[src/rtl/uart_pkg.sv]
// Shared definitions for the UART receive FIFO.
// Holds the capture FSM state encoding, the default FIFO depth and the
// byte width used by the receive path.
package uart_pkg;

  // Default number of FIFO entries. Must be a power of two and at least 2.
  localparam int DEPTH_DEF = 16;

  // Width of a received byte.
  localparam int DATA_W = 8;

  // Capture FSM states.
  //   CAP_IDLE     : waiting for the deserializer to present a byte
  //   CAP_ACK      : acknowledge pulse is on rx_ack for this one cycle
  //   CAP_WAIT_CLR : waiting for rx_available to drop before re-arming
  typedef enum logic [1:0] {
    CAP_IDLE     = 2'd0,
    CAP_ACK      = 2'd1,
    CAP_WAIT_CLR = 2'd2
  } cap_state_t;

endpackage

[src/rtl/sync_fifo.sv]
// Synchronous first-word fall-through FIFO.
// Storage is a plain register array (distributed-RAM style, no reset on
// the data). Pointers carry one extra wrap bit so full and empty can be
// told apart without a separate occupancy counter.
//
// Ports
//   ser_ck : clock, all state updates on its rising edge
//   rst    : synchronous active-high reset of the pointers
//   push   : write din this edge (ignored when full unless popping too)
//   pop    : consume the head entry this edge (ignored when empty)
//   din    : write data
//   dout   : head entry, reads zero while empty
//   full   : all DEPTH entries occupied
//   empty  : no entries occupied
//   count  : occupied entries, 0..DEPTH
module sync_fifo
  import uart_pkg::*;
#(
  parameter int DEPTH = DEPTH_DEF,
  parameter int AW    = $clog2(DEPTH)
) (
  input  logic              ser_ck,
  input  logic              rst,
  input  logic              push,
  input  logic              pop,
  input  logic [DATA_W-1:0] din,
  output logic [DATA_W-1:0] dout,
  output logic              full,
  output logic              empty,
  output logic [AW:0]       count
);

  localparam logic [AW:0] PTR_ONE = {{AW{1'b0}}, 1'b1};

  logic [DATA_W-1:0] mem [DEPTH];
  logic [AW:0]       wr_ptr;
  logic [AW:0]       rd_ptr;
  logic              wr_en;
  logic              rd_en;

  assign empty = (wr_ptr == rd_ptr);
  // Same slot but different lap: the writer is exactly one lap ahead.
  assign full  = (wr_ptr[AW] != rd_ptr[AW]) &&
                 (wr_ptr[AW-1:0] == rd_ptr[AW-1:0]);

  assign rd_en = pop & ~empty;
  // A pop on the same edge frees the slot, so a full FIFO still accepts.
  assign wr_en = push & (~full | rd_en);

  // Modulo-2^(AW+1) difference is the occupancy directly.
  assign count = wr_ptr - rd_ptr;

  always_ff @(posedge ser_ck) begin
    if (rst) begin
      wr_ptr <= '0;
      rd_ptr <= '0;
    end else begin
      if (wr_en) wr_ptr <= wr_ptr + PTR_ONE;
      if (rd_en) rd_ptr <= rd_ptr + PTR_ONE;
    end
  end

  always_ff @(posedge ser_ck) begin
    if (wr_en) mem[wr_ptr[AW-1:0]] <= din;
  end

  // Fall-through read; force zero while empty so stale data never leaks.
  assign dout = empty ? '0 : mem[rd_ptr[AW-1:0]];

endmodule

[src/rtl/uart_rx_fifo.sv]
// UART receive-side buffer.
// Takes bytes from a deserializer that holds rx_available high until it
// sees an acknowledge, stores them in a FWFT FIFO and reports drops.
//
// Ports
//   ser_ck       : sole clock
//   rst          : synchronous active-high reset
//   rx_data      : byte from the deserializer, valid while rx_available=1
//   rx_available : deserializer has a byte pending
//   rx_ack       : one-cycle pulse, byte consumed (to deserializer rd_data)
//   dout         : head-of-FIFO byte, zero while dout_valid=0
//   dout_valid   : FIFO not empty
//   dout_ready   : consumer takes dout this cycle
//   count        : occupied entries, 0..DEPTH
//   overflow     : sticky, a byte was dropped because the FIFO was full
//   clr_overflow : clears overflow (a coincident drop keeps it set)
module uart_rx_fifo
  import uart_pkg::*;
#(
  parameter int DEPTH = DEPTH_DEF,
  parameter int AW    = $clog2(DEPTH)
) (
  input  logic        ser_ck,
  input  logic        rst,
  input  logic [7:0]  rx_data,
  input  logic        rx_available,
  output logic        rx_ack,
  output logic [7:0]  dout,
  output logic        dout_valid,
  input  logic        dout_ready,
  output logic [AW:0] count,
  output logic        overflow,
  input  logic        clr_overflow
);

  cap_state_t state;
  cap_state_t state_nxt;
  logic       capture;
  logic       fifo_full;
  logic       fifo_empty;
  logic       drop;

  sync_fifo #(
    .DEPTH (DEPTH),
    .AW    (AW)
  ) u_fifo (
    .ser_ck (ser_ck),
    .rst    (rst),
    .push   (capture),
    .pop    (dout_ready),
    .din    (rx_data),
    .dout   (dout),
    .full   (fifo_full),
    .empty  (fifo_empty),
    .count  (count)
  );

  assign dout_valid = ~fifo_empty;

  // A full FIFO only loses the byte when nothing is popped on the same
  // edge; full implies non-empty, so dout_ready alone means a real pop.
  assign drop = capture & fifo_full & ~dout_ready;

  // Capture FSM: state register.
  always_ff @(posedge ser_ck) begin
    if (rst) state <= CAP_IDLE;
    else     state <= state_nxt;
  end

  // Capture FSM: next state. rx_available stays high for a couple of
  // cycles after the acknowledge, so the byte is only taken in IDLE and
  // IDLE is re-entered only once the level has dropped.
  always_comb begin
    state_nxt = state;
    unique case (state)
      CAP_IDLE:     if (rx_available)  state_nxt = CAP_ACK;
      CAP_ACK:                         state_nxt = CAP_WAIT_CLR;
      CAP_WAIT_CLR: if (!rx_available) state_nxt = CAP_IDLE;
      default:                         state_nxt = CAP_IDLE;
    endcase
  end

  // Capture FSM: outputs. rx_ack depends on state only, never directly on
  // rx_available.
  always_comb begin
    rx_ack  = 1'b0;
    capture = 1'b0;
    unique case (state)
      CAP_IDLE: capture = rx_available;
      CAP_ACK:  rx_ack  = 1'b1;
      default: ;
    endcase
  end

  // Sticky drop flag; a drop on the same edge as a clear wins.
  always_ff @(posedge ser_ck) begin
    if (rst)               overflow <= 1'b0;
    else if (drop)         overflow <= 1'b1;
    else if (clr_overflow) overflow <= 1'b0;
  end

endmodule

[config.mk]
export PLATFORM = sky130hd
export DESIGN_NAME = uart_rx_fifo
export DESIGN_NICKNAME = d
export VERILOG_FILES = /design/src/rtl/uart_pkg.sv /design/src/rtl/sync_fifo.sv /design/src/rtl/uart_rx_fifo.sv
export SDC_FILE = /design/constraint.sdc
export NUM_CORES = 1
export LEC_CHECK = 0
export CAP_MARGIN = 10
export CORE_ASPECT_RATIO = 0.7
export CORE_MARGIN = 1.5
export CORE_UTILIZATION = 42
export DETAILED_ROUTE_END_ITERATION = 10
export DONT_BUFFER_PORTS = 1
export RECOVER_POWER = 25
export SLEW_MARGIN = 10
export SYNTH_ARGS = -nofsm -noshare
export SYNTH_HDL_FRONTEND = slang
export SYNTH_SLANG_ARGS = --single-unit
[constraint.sdc]
create_clock -name ser_ck -period 3.1 [get_ports ser_ck]
set_clock_uncertainty 0.2 [all_clocks]
set_input_delay 0.62 -clock ser_ck [delete_from_list [all_inputs] [get_ports ser_ck]]
set_output_delay 0.62 -clock ser_ck [all_outputs]
set_load 0.01 [all_outputs]
==> flow_metrics.env <==
export IMPL_run_status="complete, no violations"
export IMPL_unrepaired_setup_endpoints_after_global_routing="no"
export IMPL_via_per_inst=5.32
export IMPL_cp_start_kind="flop"
export IMPL_clkTransAtPathRegs_ns=0.06
export IMPL_final_setup_tns_ns=0
export IMPL_via_count_of_the_first_global_routing_pass=2976
export IMPL_number_of_nets_with_antenna_violations_after_detailed_routing=0
export IMPL_syn2layout_area_growth_pct=14.1
export IMPL_cts_root_buffer="clkbuf_16"
export IMPL_synth_enable_flop_cells=128
export IMPL_share_of_the_synthesized_area_in_the_top_cell_type_pct=64.2
export IMPL_cts_tree="built"
export IMPL_dieArea_mm2=0.0150
export IMPL_drive_above_1_share_pct=26.5
export IMPL_critical_path_buf_inv_count=2
export IMPL_gpl_final_weighted_congestion=0.759
export IMPL_die_w_um=146
export IMPL_pre_cts_ws_ns=0.396
export IMPL_yosys_top_cells_area="edfxtp_1 64%, mux4_2 11%, dfxtp_1 5.7%"
export IMPL_initial_antenna_violation_count=0
export IMPL_critical_path_peak_fanout=16
export IMPL_detailroute_via_count=2856
export IMPL_std_cell_rows=36
export IMPL_timing_max_cap_violations=0
export IMPL_timing_critical_path_max_delay_family="multiplexers"
export IMPL_synthDominantAreaCellType="edfxtp_1"
export IMPL_clock_tree_htree_level_count=4
export IMPL_syn_area_per_cell_um2=18.8
export IMPL_hp_class="in -> reg"
export IMPL_peak_vdd_ir_mv=0.394
export IMPL_layout_worst_path_cycle_share_pct=96.8
export IMPL_floorplan_io_pins=29
export IMPL_crit_slowest_cell="mux4_2"
export IMPL_yosys_warnings=0
export IMPL_holdCritStartpoint="rst"
export IMPL_post_synth_instance_area_mm2=0.00599
export IMPL_timing_hold_ws_ns=0.0706
export IMPL_maxSlewHeadroom_pct=62.2
export IMPL_path_common_cell="a211oi_1"
export IMPL_netlist_instances=318
export IMPL_placement_io_buffers=0
export IMPL_synthFlopType="edfxtp_1"
export IMPL_ys_seq_elements=145
export IMPL_finalWorstSetupSlack_ns=0.100
export IMPL_number_of_library_cell_types_mapped_by_synthesis=40
export IMPL_cpPeakStageDelay_ns=0.50
export IMPL_diodes=0
export IMPL_report_final_slew_viol_count=0
export IMPL_post_cts_buffers=0
export IMPL_power_leakage_uw=0.00221
export IMPL_post_drt_wl_per_cell_um=20.8
export IMPL_grt_start_max_net_pins=33
export IMPL_critical_path_arrival_ns=2.18
export IMPL_maximum_buffer_depth_of_the_clock_tree=2
export IMPL_route_detailed_drc=0
export IMPL_fill_cells=1152
export IMPL_mappedNetlistNets=341
export IMPL_insertion_delay_to_the_later_sink_of_the_worst_skew_pair_ns=0.41
export IMPL_final_nets=358
export IMPL_cts_hold_buffers_added=0
export IMPL_timing_worst_slew_pin_value_ns=0.568
export IMPL_fp_dieH_um=103
export IMPL_design_core_area_mm2=0.0139
export IMPL_total_power_uw=4700
export IMPL_hpwl_um=7040
export IMPL_groute_usage_overall_pct=15.9
export IMPL_finalCoreUtilization_pct=49.1
export IMPL_start_util_pct=43.0
export IMPL_final_hold_violation_count=0
export IMPL_numCtsBuffers=17
export IMPL_post_synthesis_async_set_or_reset_flop_share_pct=0
export IMPL_worst_flop_to_flop_path_startpoint="u_fifo.wr_ptr[0]"
export IMPL_grt_remaining_overflow=0
export IMPL_power_per_cell_area_mw_per_mm2=687
export IMPL_clkSinkCount=145
export IMPL_setup_worst_path_end_class="output port"
export IMPL_synth_sequential_area_ratio_pct=69.8
export IMPL_critPathRequiredTime_ns=2.28
export IMPL_fmaxAchievable_mhz=333
export IMPL_grt_pass1_wl_um=16900
export IMPL_route_final_wire_length_um=11200
export IMPL_worstSetupPathType="reg -> out"
export IMPL_first_pass_iters=6
export IMPL_detailedRoute_firstIterationViolations=146
export IMPL_finalSetupViolCount=0
export IMPL_timing_final_crit_period_ns=3.00
export IMPL_crit_chain="buf_12, mux4_2, nor2b_1, a211oi_1, a211oi_1, buf_4"
==> sequential cells by signal (all words and copies together), names as in the netlist, named ones only <==
signal	flops
u_fifo.mem	128
u_fifo.rd_ptr	5
u_fifo.wr_ptr	5
state	2
overflow	1
==> synth_stat cells (5+ instances only) <==
master and instances:
xnor2_1 6, buf_2 5, ha_1 9, a21oi_1 7
mux2i_1 10, edfxtp_1 128, a211oi_1 16, nor2_1 13
inv_1 11, nor2b_1 11, mux4_2 30, and3_1 8
dfxtp_1 17
==> power by group <==
part	switching, µW	internal [µW]	leakage [µW]
Clock	778	1090	0.000256
Sequential	33.5	2160	0.00129
Combinational	329	303	0.000664
Total	1140	3560	0.00221
==> worst register-to-register path: stages, from the launching register on <==
cell     delay, ns
dfxtp_2       0.39
inv_1         0.10
ha_1          0.32
and4_1        0.25
a31oi_4       0.37
and4b_1       0.60
==> cell type report <==
type	instances	area (µm²)	share of cell area (%)
Clock buffer	17	425	6.22
Clock inverter	14	118	1.72
Inverter	11	41.3	0.604
Multi-Input combinational cell	144	1660	24.3
Sequential cell	145	4190	61.3
Tap cell	190	238	3.48
Timing Repair Buffer	16	163	2.38
==> path summary, 6_finish.rpt <==
kind | end | slack, ns | cells past startpoint
worst max-delay path | dout[4] | 0.10 | 6
worst max register to register | u_fifo.mem[7][6] | 0.51 | 5
worst min-delay path | u_fifo.wr_ptr[0] | 0.07 | 1
worst min register to register | state[1] | 0.30 | 2
==> through the flow <==
| step | std cells | instance area [µm²] |
|---|---|---|
| floorplan | 318 | 5990 |
| global placement | 505 | 6240 |
| detailed placement | 505 | 6240 |
| CTS | 536 | 6790 |
| global route | 537 | 6840 |
| finish | 537 | 6840 |
==> layout by cell type, fill, tap and decap left out, types with 3 or more instances in the layout <==
| cell | netlist | layout |
|---|---|---|
| edfxtp_1 | 128 | 128 |
| mux4_2 | 30 | 30 |
| clkbuf_16 | 0 | 18 |
| nor2_1 | 13 | 13 |
| dfxtp_1 | 17 | 13 |
| buf_4 | 4 | 13 |
| inv_1 | 11 | 11 |
| nor2b_1 | 11 | 11 |
| a211oi_1 | 16 | 11 |
| mux2i_1 | 10 | 10 |
| ha_1 | 9 | 9 |
| and3_1 | 8 | 8 |
| a21oi_1 | 7 | 7 |
| xnor2_1 | 6 | 6 |
| a211oi_2 | 0 | 5 |
| and4_1 | 4 | 4 |
| and4b_1 | 4 | 4 |
| dfxtp_2 | 0 | 4 |
| clkinvlp_4 | 0 | 4 |
| clkinv_2 | 0 | 3 |
==> kinds of logic after synthesis <==
group,Yosys count,share of synthesized area (%)
XOR/XNOR,9,1.44
adder cells (fa/ha/maj),10,2.21
AO/OA/AOI/OAI,30,3.72
multiplexers,44,14.3
flip-flops,145,69.8
AND/OR/NAND/NOR,51,5.64
buffers and inverters,29,2.82
==> timing repair <==
action / 4_1_cts / 5_1_grt
gates resized for setup: 2 / 5
cloned: 0 / 1
hold endpoints to repair: 0 / 0
endpoints found under the setup margin: 1 / 5
==> layer usage <==
layer,vias to the layer above,track usage (%),wire [µm]
li1,1310,-,-
met1,1471,21.2,5350
met2,61,24.9,5120
met3,14,5.04,530
met4,0,5.89,146
met5,-,0,0
(Power assumes the default switching activity.)
